`src/rtl/core_ls_lsu_split_align_if.sv`:
```
// Issue-side request, data-memory beat port and completion signals of the LSU alignment stage.
// slave is the alignment stage; master is the issue/memory side driving it.
interface core_ls_lsu_split_align_if #(
  parameter int XLEN = 32,
  parameter int AW   = 32
);
  localparam int BYTES = XLEN / 8;

  logic             req_valid;
  logic             req_ready;
  logic [AW-1:0]    req_addr;
  logic             req_we;
  logic [1:0]       req_size;
  logic             req_unsigned;
  logic [XLEN-1:0]  req_wdata;

  logic             mem_valid;
  logic             mem_ready;
  logic [AW-1:0]    mem_addr;
  logic             mem_we;
  logic [BYTES-1:0] mem_wmask;
  logic [XLEN-1:0]  mem_wdata;
  logic             mem_rvalid;
  logic [XLEN-1:0]  mem_rdata;

  logic             rsp_valid;
  logic [XLEN-1:0]  rsp_rdata;
  logic             rsp_err;

  modport slave (
    input  req_valid, req_addr, req_we, req_size, req_unsigned, req_wdata,
    input  mem_ready, mem_rvalid, mem_rdata,
    output req_ready, mem_valid, mem_addr, mem_we, mem_wmask, mem_wdata,
    output rsp_valid, rsp_rdata, rsp_err
  );

  modport master (
    output req_valid, req_addr, req_we, req_size, req_unsigned, req_wdata,
    output mem_ready, mem_rvalid, mem_rdata,
    input  req_ready, mem_valid, mem_addr, mem_we, mem_wmask, mem_wdata,
    input  rsp_valid, rsp_rdata, rsp_err
  );
endinterface

```
`src/rtl/core_ls_lsu_split_align.sv`:
```
// LSU alignment stage: splits word-crossing accesses into two aligned beats,
// lane-aligns store data/masks and merges/extends load data.
module core_ls_lsu_split_align #(
  parameter int XLEN           = 32,
  parameter int AW             = 32,
  parameter int ALLOW_MISALIGN = 1
) (
  input  logic                     clk,
  input  logic                     rst,
  core_ls_lsu_split_align_if.slave bus
);
  localparam int BYTES = XLEN / 8;
  localparam int OFFW  = $clog2(BYTES);
  localparam int EW    = OFFW + 4;
  localparam int MW    = 2 * BYTES;
  localparam int DW    = 2 * XLEN;

  typedef enum logic [2:0] {IDLE, B0, W0, B1, W1, RSP} state_t;

  state_t           state_reg;
  logic [OFFW-1:0]  off_reg;
  logic [1:0]       size_reg;
  logic             we_reg;
  logic             uns_reg;
  logic             cross_reg;
  logic [BYTES-1:0] wmask_hi_reg;
  logic [XLEN-1:0]  wdata_hi_reg;
  logic [XLEN-1:0]  lo_reg;

  logic [OFFW-1:0]  req_off;
  logic [EW-1:0]    req_end;
  logic             req_cross;
  logic             req_err;
  logic [MW-1:0]    req_mask2;
  logic [DW-1:0]    req_data2;
  logic [AW-1:0]    beat1_addr;

  // Mask and data are built as a double word: low half is beat 0, high half is beat 1.
  assign req_off    = bus.req_addr[OFFW-1:0];
  assign req_end    = EW'(req_off) + (EW'(1) << bus.req_size);
  assign req_cross  = req_end > EW'(BYTES);
  assign req_err    = ((XLEN < 64) && (bus.req_size == 2'd3)) ||
                      ((ALLOW_MISALIGN == 0) && req_cross);
  assign req_mask2  = ((MW'(1) << (4'd1 << bus.req_size)) - MW'(1)) << req_off;
  assign req_data2  = {{XLEN{1'b0}}, bus.req_wdata} << {req_off, 3'b000};
  assign beat1_addr = bus.mem_addr + AW'(BYTES);

  function automatic logic [XLEN-1:0] merge(input logic [XLEN-1:0] hi,
                                            input logic [XLEN-1:0] lo,
                                            input logic [OFFW-1:0] off,
                                            input logic [1:0]      size,
                                            input logic            uns);
    logic [DW-1:0]   tmp;
    logic [XLEN-1:0] val;
    logic [XLEN-1:0] keep;
    logic            sign;
    int              nbits;
    tmp   = {hi, lo} >> {off, 3'b000};
    val   = tmp[XLEN-1:0];
    nbits = 8 << size;
    if (nbits >= XLEN) return val;
    keep  = (XLEN'(1) << nbits) - XLEN'(1);
    sign  = |(val & ((XLEN'(1) << nbits) >> 1));
    if (!uns && sign) return val | ~keep;
    return val & keep;
  endfunction

  always_ff @(posedge clk) begin
    if (rst) begin
      state_reg     <= IDLE;
      off_reg       <= '0;
      size_reg      <= '0;
      we_reg        <= 1'b0;
      uns_reg       <= 1'b0;
      cross_reg     <= 1'b0;
      wmask_hi_reg  <= '0;
      wdata_hi_reg  <= '0;
      lo_reg        <= '0;
      bus.req_ready <= 1'b1;
      bus.mem_valid <= 1'b0;
      bus.mem_addr  <= '0;
      bus.mem_we    <= 1'b0;
      bus.mem_wmask <= '0;
      bus.mem_wdata <= '0;
      bus.rsp_valid <= 1'b0;
      bus.rsp_rdata <= '0;
      bus.rsp_err   <= 1'b0;
    end else begin
      case (state_reg)
        IDLE: begin
          if (bus.req_valid) begin
            off_reg       <= req_off;
            size_reg      <= bus.req_size;
            we_reg        <= bus.req_we;
            uns_reg       <= bus.req_unsigned;
            cross_reg     <= req_cross;
            wmask_hi_reg  <= bus.req_we ? req_mask2[MW-1:BYTES] : '0;
            wdata_hi_reg  <= bus.req_we ? req_data2[DW-1:XLEN] : '0;
            bus.req_ready <= 1'b0;
            if (req_err) begin
              state_reg     <= RSP;
              bus.rsp_valid <= 1'b1;
              bus.rsp_err   <= 1'b1;
              bus.rsp_rdata <= '0;
            end else begin
              state_reg     <= B0;
              bus.mem_valid <= 1'b1;
              bus.mem_addr  <= {bus.req_addr[AW-1:OFFW], {OFFW{1'b0}}};
              bus.mem_we    <= bus.req_we;
              bus.mem_wmask <= bus.req_we ? req_mask2[BYTES-1:0] : '0;
              bus.mem_wdata <= bus.req_we ? req_data2[XLEN-1:0] : '0;
            end
          end
        end
        B0: begin
          if (bus.mem_ready) begin
            if (!we_reg) begin
              state_reg     <= W0;
              bus.mem_valid <= 1'b0;
            end else if (cross_reg) begin
              state_reg     <= B1;
              bus.mem_addr  <= beat1_addr;
              bus.mem_wmask <= wmask_hi_reg;
              bus.mem_wdata <= wdata_hi_reg;
            end else begin
              state_reg     <= RSP;
              bus.mem_valid <= 1'b0;
              bus.rsp_valid <= 1'b1;
              bus.rsp_rdata <= '0;
            end
          end
        end
        W0: begin
          if (bus.mem_rvalid) begin
            lo_reg <= bus.mem_rdata;
            if (cross_reg) begin
              state_reg     <= B1;
              bus.mem_valid <= 1'b1;
              bus.mem_addr  <= beat1_addr;
              bus.mem_wmask <= '0;
              bus.mem_wdata <= '0;
            end else begin
              state_reg     <= RSP;
              bus.rsp_valid <= 1'b1;
              bus.rsp_rdata <= merge('0, bus.mem_rdata, off_reg, size_reg, uns_reg);
            end
          end
        end
        B1: begin
          if (bus.mem_ready) begin
            bus.mem_valid <= 1'b0;
            if (we_reg) begin
              state_reg     <= RSP;
              bus.rsp_valid <= 1'b1;
              bus.rsp_rdata <= '0;
            end else begin
              state_reg <= W1;
            end
          end
        end
        W1: begin
          if (bus.mem_rvalid) begin
            state_reg     <= RSP;
            bus.rsp_valid <= 1'b1;
            bus.rsp_rdata <= merge(bus.mem_rdata, lo_reg, off_reg, size_reg, uns_reg);
          end
        end
        RSP: begin
          state_reg     <= IDLE;
          bus.req_ready <= 1'b1;
          bus.rsp_valid <= 1'b0;
          bus.rsp_err   <= 1'b0;
          bus.rsp_rdata <= '0;
        end
        default: begin
          state_reg     <= IDLE;
          bus.req_ready <= 1'b1;
          bus.mem_valid <= 1'b0;
          bus.rsp_valid <= 1'b0;
        end
      endcase
    end
  end
endmodule

```
`src/flat_wrapper.sv`:
```
// flat-port wrapper written by rule: the top's interface ports become plain ports
module core_ls_lsu_split_align_flat 
#(
  parameter int XLEN           = 32,
  parameter int AW             = 32,
  parameter int ALLOW_MISALIGN = 1
)
  (clk, rst, bus_req_valid, bus_req_addr, bus_req_we, bus_req_size, bus_req_unsigned, bus_req_wdata, bus_mem_ready, bus_mem_rvalid, bus_mem_rdata, bus_req_ready, bus_mem_valid, bus_mem_addr, bus_mem_we, bus_mem_wmask, bus_mem_wdata, bus_rsp_valid, bus_rsp_rdata, bus_rsp_err);
  core_ls_lsu_split_align_if #(.XLEN(XLEN), .AW(AW)) bus_i ();
  input  logic clk;
  input  logic rst;
  input wire logic [$bits(bus_i.req_valid)-1:0] bus_req_valid;
  input wire logic [$bits(bus_i.req_addr)-1:0] bus_req_addr;
  input wire logic [$bits(bus_i.req_we)-1:0] bus_req_we;
  input wire logic [$bits(bus_i.req_size)-1:0] bus_req_size;
  input wire logic [$bits(bus_i.req_unsigned)-1:0] bus_req_unsigned;
  input wire logic [$bits(bus_i.req_wdata)-1:0] bus_req_wdata;
  input wire logic [$bits(bus_i.mem_ready)-1:0] bus_mem_ready;
  input wire logic [$bits(bus_i.mem_rvalid)-1:0] bus_mem_rvalid;
  input wire logic [$bits(bus_i.mem_rdata)-1:0] bus_mem_rdata;
  output wire logic [$bits(bus_i.req_ready)-1:0] bus_req_ready;
  output wire logic [$bits(bus_i.mem_valid)-1:0] bus_mem_valid;
  output wire logic [$bits(bus_i.mem_addr)-1:0] bus_mem_addr;
  output wire logic [$bits(bus_i.mem_we)-1:0] bus_mem_we;
  output wire logic [$bits(bus_i.mem_wmask)-1:0] bus_mem_wmask;
  output wire logic [$bits(bus_i.mem_wdata)-1:0] bus_mem_wdata;
  output wire logic [$bits(bus_i.rsp_valid)-1:0] bus_rsp_valid;
  output wire logic [$bits(bus_i.rsp_rdata)-1:0] bus_rsp_rdata;
  output wire logic [$bits(bus_i.rsp_err)-1:0] bus_rsp_err;
  assign bus_i.req_valid = bus_req_valid;
  assign bus_i.req_addr = bus_req_addr;
  assign bus_i.req_we = bus_req_we;
  assign bus_i.req_size = bus_req_size;
  assign bus_i.req_unsigned = bus_req_unsigned;
  assign bus_i.req_wdata = bus_req_wdata;
  assign bus_i.mem_ready = bus_mem_ready;
  assign bus_i.mem_rvalid = bus_mem_rvalid;
  assign bus_i.mem_rdata = bus_mem_rdata;
  assign bus_req_ready = bus_i.req_ready;
  assign bus_mem_valid = bus_i.mem_valid;
  assign bus_mem_addr = bus_i.mem_addr;
  assign bus_mem_we = bus_i.mem_we;
  assign bus_mem_wmask = bus_i.mem_wmask;
  assign bus_mem_wdata = bus_i.mem_wdata;
  assign bus_rsp_valid = bus_i.rsp_valid;
  assign bus_rsp_rdata = bus_i.rsp_rdata;
  assign bus_rsp_err = bus_i.rsp_err;
  core_ls_lsu_split_align #(.XLEN(XLEN), .AW(AW), .ALLOW_MISALIGN(ALLOW_MISALIGN)) u_core (.clk(clk), .rst(rst), .bus(bus_i));
endmodule
```
`config.mk`:
```
export PLATFORM = sky130hd
export DESIGN_NAME = core_ls_lsu_split_align_flat
export DESIGN_NICKNAME = d
export VERILOG_FILES = /design/src/rtl/core_ls_lsu_split_align_if.sv /design/src/rtl/core_ls_lsu_split_align.sv /design/src/flat_wrapper.sv
export SDC_FILE = /design/constraint.sdc
export NUM_CORES = 1
export LEC_CHECK = 0
export BUFFER_PORTS_ARGS = -buffer_cell sky130_fd_sc_hd__buf_4
export CAP_MARGIN = 20
export CORE_MARGIN = 3
export CORE_UTILIZATION = 25
export CTS_CLUSTER_DIAMETER = 40
export DETAILED_ROUTE_END_ITERATION = 10
export GPL_TIMING_DRIVEN = 0
export PLACE_DENSITY = 0.41
export SYNTH_ARGS = -nofsm -noshare
export SYNTH_HDL_FRONTEND = slang
export SYNTH_SLANG_ARGS = --single-unit
```
`constraint.sdc`:
```
create_clock -name clk -period 2.8 [get_ports clk]
set_input_delay 0.14 -clock clk [delete_from_list [all_inputs] [get_ports clk]]
set_output_delay 0.14 -clock clk [all_outputs]
set_load 0.02 [all_outputs]
```
* Word-level counts from Yosys, hierarchy flattened
Index checks and enable logic that the tools add are counted.
Widths: inputs -> output; s select.
** Operators by class
- Reductions and logical operators :: 22
- Muxes and demuxes :: 97
- Equal/unequal tests :: 20
- $add $sub $neg :: 4
- $lt $le $gt $ge :: 2
- Bitwise gates (word level) :: 10
- Shift operators :: 9
** Operator list (number)
- $mux 32 :: 33
- $pmux 32 s3 :: 2
- $pmux 32 s6 :: 1
- $and 32x31->32 :: 2
- $and 32x32->32 :: 2
- $or 32x32->32 :: 2
- $reduce_or 32->1 :: 2
- $shl 32x5->64 :: 1
- $shr 64x5->32 :: 1
- $mux 1 :: 38
- $mux 4 :: 9
- $add 32x3->32 const B :: 1
- $ge 32x7->1 const B :: 1
- $not 32->32 :: 1
- $shl 1x32->32 const A :: 1
- $shl 4x2->32 const A :: 1
- $shr 32x5->32 :: 1
- $sub 32x2->32 const B :: 1
- $mux 3 :: 8
- $reduce_and 8->1 :: 3
- $ne 2x2->1 const B :: 8
- $pmux 3 s5 :: 1
- $pmux 4 s3 :: 1
- $reduce_and 11->1 :: 1
- other kinds (28) :: 42
** Word-level totals
- Flip-flop bits (word level) :: 183
- Input port bits :: 105

* Longest topological paths before layout
Gate-level depths: netlist of run 1.
- Word-level depth :: 17
- Gate-level depth with buffers :: 10
- Gate-level depth less buffers :: 9

* Worst setup path after synthesis of run 1
Ideal clock, no wire load.
- Path type :: register -> register
- Start point :: register u_core.bus.mem_addr[2]
- End point :: register u_core.bus.mem_addr[30]
- Setup slack :: 0.727 ns
- Path buffers :: 1
- Stages on the path, launching flop included :: 8
- Data arrival time :: 1.992 ns
- Period minus slack after synthesis :: 2.073 ns
- Cell sequence :: dfxtp_1 ha_1 and3_1 and3_1 buf_1 nand4_1 or4_1 a41oi_1
** Between the ends
- Cells in the longest elaborated chain, start to end :: 5
** Ends and longest elaborated chain
- start, declared :: line core_ls_lsu_split_align_if.sv:33 : output req_ready, mem_valid, mem_addr, mem_we, mem_wmask, mem_wdata,
- start signal, assigned :: line core_ls_lsu_split_align.sv:108 : bus.mem_addr <= {bus.req_addr[AW-1:OFFW], {OFFW{1'b0}}};
- start signal, assigned :: line core_ls_lsu_split_align.sv:122 : bus.mem_addr <= beat1_addr;
- start signal, assigned :: line core_ls_lsu_split_align.sv:139 : bus.mem_addr <= beat1_addr;
- $add 32x3->32 (*) :: line core_ls_lsu_split_align.sv:46 : assign beat1_addr = bus.mem_addr + AW'(BYTES);
- $mux 32 (*) :: line core_ls_lsu_split_align.sv:120, core_ls_lsu_split_align.sv:136
- $mux 32 :: line core_ls_lsu_split_align.sv:117 : if (!we_reg) begin
- $mux 32 :: line core_ls_lsu_split_align.sv:116 : if (bus.mem_ready) begin
- $pmux 32 s3 (*) :: line core_ls_lsu_split_align.sv:89 : case (state_reg)
Every way passes the cells marked *; elsewhere a longest branch is shown, timed or not. The select of a mux whose other input is x is not followed.
A chain may end at the register's enable or synchronous reset.

* Worst setup path in the final report of run 1
- Start point :: register u_core.bus.mem_addr[2]
- End point :: register u_core.bus.mem_addr[27]
Same word-level chain as after synthesis.

==> flow_summary.yaml, run 1 <==
floorplanning:
  num_rows: 72
  fp.dieW_um: 206
  fp.dieH_um: 206
  start_util_pct: 25.6
  pin_count: 210
  coreArea_um2: 39000
  die_area_um2: 42400
pwr:
  internal_power_mw: 6.14
  power.density_nw_per_um2: 854
  comb_power_share_pct: 48.6
  p_clk_share_pct: 21.7
  seq_power_share_pct: 29.6
  p_sw_mw: 5.18
  total_power_mw: 11.3
  switching_share_pct: 45.7
  peakVddDrop_mv: 0.431
  leakage_nw: 4.72
sta:
  slew_violations: 0
  slew_headroom_pct: 31.9
  finalSetupViolCount: 0
  rsz0062_at_grt: "no"
  tns_ns: 0
  hold_ws_ns: 0.0202
  worst-slew-pin-transition_ns: 1.02
  hold_viol_final: 0
  layout_min_cycle_time_ns: 2.65
  finalClockSkew_ns: 0.0171
  fin_crit_sh_pct: 94.8
  max_freq_mhz: 377
  setup_slack_ns: 0.146
placed_design:
  io_buffers: 205
  hpwl_um: 35700
  place_ws_ns: -0.112
  gp_congestion: 0.863
  place_inst: 1961
synth:
  synth-seq-area-share_pct: 34.7
  yosys-top-cells-area: "dfxtp_1, a21oi_1, nand2_1"
  synth_cells: 1237
  ys.flop_type: "dfxtp_1"
  synth_seq_cells: 173
  synth_top_cell_by_area: "dfxtp_1"
  synth_warnings: 0
  synth.area.mux_share_pct: 12.4
  synth-edff-count: 0
  synth_most_common_cell: "nand2_1"
  yosys.area_share.xor_xnor_pct: 0.175
  synth_top_family_by_area: "compound AO/OA/AOI/OAI gates"
  avgSynthCellArea_um2: 8.07
  synth_top_area_share_pct: 34.7
  synthTopCellsByCount: "nand2_1, dfxtp_1, a21oi_1"
  yosysUniqueCellTypes: 78
  synth_fa_ha_area_share_pct: 0.576
  synth-async-reset-ratio_pct: 0
  synth_compound_area_share_pct: 25.7
  syn_area_um2: 9980
  synth-simple-area-share_pct: 20.8
min_path:
  hp-start: "bus_req_addr[9]"
  hp-class: "input pin to flip-flop"
routing:
  route.vias.total: 10826
  avgRoutedWirePerCell_um: 22.9
  vias_per_cell: 5.30
  firstDrtPassIters: 5
  drt-initial-drc-count: 679
  post-route-drc-count: 0
  ant_nets: 0
  drt-total-wl_um: 46700
cts:
  cts_made_buffers: 17
  clkLatencyLatePin_ns: 0.45
  postCtsSetupRepairBufs: 0
  clkSinkCount: 173
  htreeDepth: 4
  cts_tree: "built"
  cts_root_buffer: "clkbuf_16"
  cts_max_path_buffers: 2
  clkTransAtPathRegs_ns: 0.08
global_route:
  antenna_found_initial: 0
  grt_pass1_vias: 10709
  grt_pass1_wl_um: 68700
  grt_overflow_total: 0
  grt_max_degree: 17
  track_usage_pct: 21.6
worst_setup_path:
  critPathCaptureType: "flip-flop"
  startpoint_type: "flip-flop"
  r2r_start: "u_core.bus.mem_addr[2]$_SDFFE_PP0P_"
  arrival_ns: 3.03
  worst-setup-path-type: "flip-flop to flip-flop"
  crit_fanout: 10
  critPathLaunch: "u_core.bus.mem_addr[2]$_SDFFE_PP0P_"
  required_ns: 3.18
final_layout:
  fin_cells: 2041
  final_nets: 1619
  drive_gt1_share_pct: 23.0
  syn_to_final_growth_pct: 32.8
  diodes: 0
run_status:
  outcome: "finished, final reports clean"
run:
  drv_cap: 0
[worst paths after layout]
check             slack [ns]                                    end  depth (start not counted)
setup / recovery        0.15   u_core.bus.mem_addr[27]$_SDFFE_PP0P_                          6
hold / removal          0.02    u_core.bus.mem_addr[9]$_SDFFE_PP0P_                          3
setup reg to reg        0.15   u_core.bus.mem_addr[27]$_SDFFE_PP0P_                          6
hold reg to reg         0.45  u_core.bus.mem_wdata[24]$_SDFFE_PP0P_                          2
[power groups by stage]
stage | sequential [mW] | combinational, mW | clock [mW]
2_1_floorplan | 3.70 | 2.93 | 0
3_3_place_gp | 3.40 | 5.42 | 0
3_5_place_dp | 3.40 | 5.43 | 0
4_1_cts | 3.35 | 5.49 | 2.53
5_1_grt | 3.41 | 5.98 | 2.61
6_report | 3.35 | 5.50 | 2.46
[what timing repair did]
item / 4_1_cts / 5_1_grt
pin swaps: 0 / 0
endpoints found under the hold margin: 47 / 1
hold buffers: 47 / 1
resized for setup: 1 / 7
endpoints found under the setup margin: 2 / 7
[critical path, stage by stage, from the launching register on]
cell and delay, ns:
dfxtp_1 0.49, nand3_1 0.15, nor3_1 0.49, clkbuf_1 0.57
nand4_1 0.26, or4_1 0.45, a31oi_1 0.16
[kinds of logic after synthesis]
kind of cell / after synthesis
xor+xnor: 2
fa+ha+maj: 4
simple gates: 441
other cells: 1
flops: 173
mux: 97
compound gates: 388
buf+inv: 131
[layer usage]
layer  wire length (um)  global-route usage, %  part of all wire [%]  up-vias
met4                699                   4.78                   1.5        0
met1              21000                   28.9                    45     5297
li1                   -                      -                     -     5148
met3               2910                   4.95                   6.2       38
met5                  0                      0                     0        -
met2              22000                   35.5                    47      343
[final cells by class]
type | count | area [um2]
multi-input combinational | 934 | 5990
fill | 4143 | 25700
buffer | 121 | 528
clock inverter | 13 | 133
tap | 518 | 648
timing repair buffer | 253 | 2020
clock buffer | 19 | 443
inverter | 10 | 37.5
sequential | 173 | 3460
[cell usage in the layout (no fill, tap or decap), types with 13 or more instances in the layout]
master and count:
a221oi_1 15, clkbuf_1 76, mux4_2 18, nor2_1 76
nand3_1 52, nor3_1 40, a22oi_1 16, buf_4 211
o21ai_0 50, mux2_2 31, a21oi_1 142, clkbuf_16 17
and2_1 14, nand4_1 13, buf_2 32, dlygate4sd3_1 48
a311oi_1 13, mux2i_1 47, dfxtp_1 173, a211oi_1 46
nand2_1 174
[through the flow]
stage | area [um2] | util (%)
after floorplan | 9990 | -
after global placement | 12200 | 31.2
after detailed placement | 12200 | 31.2
after CTS | 13200 | 33.9
after global routing | 13300 | 34.0
final | 13300 | 34.0
No activity file was read; power rests on OpenSTA's default activity.
==> run 2: changes to the inputs <==
--- a/config.mk
+++ b/config.mk
@@ -5,6 +5,7 @@
 export SDC_FILE = /design/constraint.sdc
 export NUM_CORES = 1
 export LEC_CHECK = 0
+export ABC_AREA = 1
 export BUFFER_PORTS_ARGS = -buffer_cell sky130_fd_sc_hd__buf_4
 export CAP_MARGIN = 20
 export CORE_MARGIN = 3
==> flow_summary.yaml, run 2 <==
global_route:
  grt_pass1_wl_um: 73800
  grt_max_degree: 19
  grt_overflow_total: 0
  antenna_found_initial: 1
  grt_pass1_vias: 11974
  track_usage_pct: 22.0
synth:
  synth-async-reset-ratio_pct: 0
  synth_top_area_share_pct: 33.4
  synth-edff-count: 0
  yosysUniqueCellTypes: 43
  synth_seq_cells: 173
  synth_warnings: 0
  avgSynthCellArea_um2: 6.23
  synthTopCellsByCount: "nand2_1, a21oi_1, o21ai_0"
  yosys-top-cells-area: "dfxtp_1, nand2_1, a21oi_1"
  synth_top_cell_by_area: "dfxtp_1"
  ys.flop_type: "dfxtp_1"
  synth_most_common_cell: "nand2_1"
  synth-seq-area-share_pct: 33.4
  syn_area_um2: 10400
  synth_cells: 1665
floorplanning:
  fp.dieW_um: 210
  num_rows: 73
  die_area_um2: 44000
  fp.dieH_um: 210
  coreArea_um2: 40400
  start_util_pct: 25.7
  pin_count: 210
cts:
  cts_max_path_buffers: 2
  clkLatencyLatePin_ns: 0.46
  clkTransAtPathRegs_ns: 0.07
  cts_made_buffers: 17
  htreeDepth: 4
  postCtsSetupRepairBufs: 0
  cts_root_buffer: "clkbuf_16"
  clkSinkCount: 173
  cts_tree: "built"
pwr:
  comb_power_share_pct: 55.4
  power.density_nw_per_um2: 979
  internal_power_mw: 6.52
  switching_share_pct: 50.7
  p_clk_share_pct: 18.3
  peakVddDrop_mv: 0.448
  seq_power_share_pct: 26.3
  leakage_nw: 5.53
  p_sw_mw: 6.70
worst_setup_path:
  r2r_slack_ns: 0.53
  path_buf_inv: 4
  slowest_delay_ns: 0.50
  crit-reg2reg-capture: "u_core.bus.rsp_rdata[5]$_SDFFE_PP0P_"
  required_ns: 3.18
  cpMostUsedCell: "nand2_1"
  cp_top_family: "buffers and inverters"
  critPathCaptureType: "flip-flop"
  r2r_start: "u_core.off_reg[0]$_SDFFE_PP0P_"
  crit_fanout: 10
  rr_worst_depth: 10
  arrival_ns: 2.65
  worst-setup-path-type: "flip-flop to flip-flop"
  slowest_stage: "clkbuf_1"
  startpoint_type: "flip-flop"
  crit_chain: "clkbuf_2 > inv_2 > buf_4 > clkbuf_1 > nand2_1 > nand2_1 > o21ai_0 > o21ai_0 > nand2_1 > a21oi_1"
final_layout:
  final_nets: 2035
  final_area_um2: 13500
  diodes: 0
  syn_to_final_growth_pct: 30.2
  fill_cells: 4625
  drive_gt1_share_pct: 17.3
  final_cell_mix: "nand2_1, a21oi_1, buf_4, o21ai_0, dfxtp_1"
  final_common_cell: "nand2_1"
min_path:
  worstHoldPathCells: 3
  hp-class: "input pin to flip-flop"
  hp-start: "bus_req_wdata[5]"
  min_to: "u_core.bus.mem_wdata[5]$_SDFFE_PP0P_"
placed_design:
  io_buffers: 206
  place_ws_ns: 0.564
  gp_congestion: 0.891
  place_area_um2: 12600
  hpwl_um: 38800
sta:
  worst-slew-pin-transition_ns: 0.891
  max_freq_mhz: 440
  slew_headroom_pct: 40.6
  slew_violations: 0
  setup_slack_ns: 0.527
  tns_ns: 0
  fin_crit_sh_pct: 81.2
  finalClockSkew_ns: 0.0144
  layout_min_cycle_time_ns: 2.27
  finalSetupViolCount: 0
  rsz0062_at_grt: "no"
  hold_viol_final: 0
routing:
  vias_per_cell: 4.92
  route.vias.total: 12130
  drt-total-wl_um: 49300
  ant_nets: 0
  firstDrtPassIters: 5
  avgRoutedWirePerCell_um: 20.0
  post-route-drc-count: 0
  drt-initial-drc-count: 879
run:
  drv_cap: 0
run_status:
  outcome: "finished, final reports clean"
## run 2: cell types whose count changed after synthesis, sizes merged, moves of 32 or more
cell | previous run | this run
nand2 | 174 | 469
o21ai | 53 | 175
inv | 10 | 127
a21oi | 143 | 242
nand3 | 52 | 132
nor2 | 80 | 133
a211oi | 46 | 1
mux2i | 47 | 8
nor3 | 41 | 4
mux2 | 32 | 0
## run 2: power by group through the flow
stage	logic, mW	registers [mW]	clock network [mW]
floorplan	4.18	3.83	0
global placement	7.34	3.53	0
detailed placement	7.34	3.53	0
CTS	7.40	3.48	2.48
global route	8.13	3.54	2.57
finish	7.33	3.48	2.42
## run 2: repair_timing
action | in CTS | in global routing
hold buffers | 35 | 0
gates resized for setup | 0 | 0
endpoints found under the hold margin | 35 | 0
## run 2: layer usage
metal	global-route usage, %	share of wire (%)	up-vias
met5	0	0.026	-
met4	7.11	2.6	2
met3	3.42	4.4	64
met2	37.6	49	319
met1	28.4	44	5733
li1	-	-	6012
## run 2: how the worst max path moves through the flow
stage | start | to | slack, ns | cells after the start
global placement | u_core.off_reg[0]$_SDFFE_PP0P_ | u_core.bus.rsp_rdata[5]$_SDFFE_PP0P_ | 0.55 | 10
detailed placement | u_core.off_reg[0]$_SDFFE_PP0P_ | u_core.bus.rsp_rdata[5]$_SDFFE_PP0P_ | 0.56 | 10
global route | u_core.bus.mem_addr[4]$_SDFFE_PP0P_ | u_core.bus.mem_addr[15]$_SDFFE_PP0P_ | 0.28 | 8
floorplan | u_core.bus.mem_addr[2]$_SDFFE_PP0P_ | u_core.bus.mem_addr[20]$_SDFFE_PP0P_ | 1.07 | 12
finish | u_core.off_reg[0]$_SDFFE_PP0P_ | u_core.bus.rsp_rdata[5]$_SDFFE_PP0P_ | 0.53 | 10
CTS | u_core.off_reg[0]$_SDFFE_PP0P_ | u_core.bus.rsp_rdata[5]$_SDFFE_PP0P_ | 0.52 | 10
## run 2: metrics by stage
stage	instances	hold WS (ns)	power [mW]	utilization [%]
after floorplan	1666	0.288	8.01	-
after global placement	2397	0.388	10.9	31.2
after detailed placement	2397	0.402	10.9	31.2
after CTS	2464	0.00186	13.4	33.5
after global routing	2464	0.0154	14.2	33.5
final	2464	0.0101	13.2	33.5
## run 2: kinds of logic after synthesis
logic type | after synthesis | share of synthesized area (%)
xor+xnor | 3 | 0.253
flops | 173 | 33.4
simple gates | 762 | 30.6
fa+ha+maj | 4 | 0.555
other cells | 1 | 0.0361
compound gates | 469 | 24.6
mux | 8 | 0.772
buf+inv | 245 | 9.84
## run 2: layout make-up
class / count / area (um2) / area share (%)
Buffer: 115 / 531 / 3.93
Clock inverter: 15 / 148 / 1.09
Sequential cell: 173 / 3460 / 25.6
Clock buffer: 17 / 425 / 3.15
Inverter: 130 / 490 / 3.63
Tap cell: 525 / 657 / 4.86
Multi-Input combinational cell: 1248 / 5890 / 43.6
Timing Repair Buffer: 241 / 1900 / 14.0
## run 2: worst register-to-register path: cells and delay by family, from the launching register on
family          cells  cell delay [ns]
simple gates        3             0.35
flops               1             0.30
buf+inv             4             0.96
compound gates      3             0.58
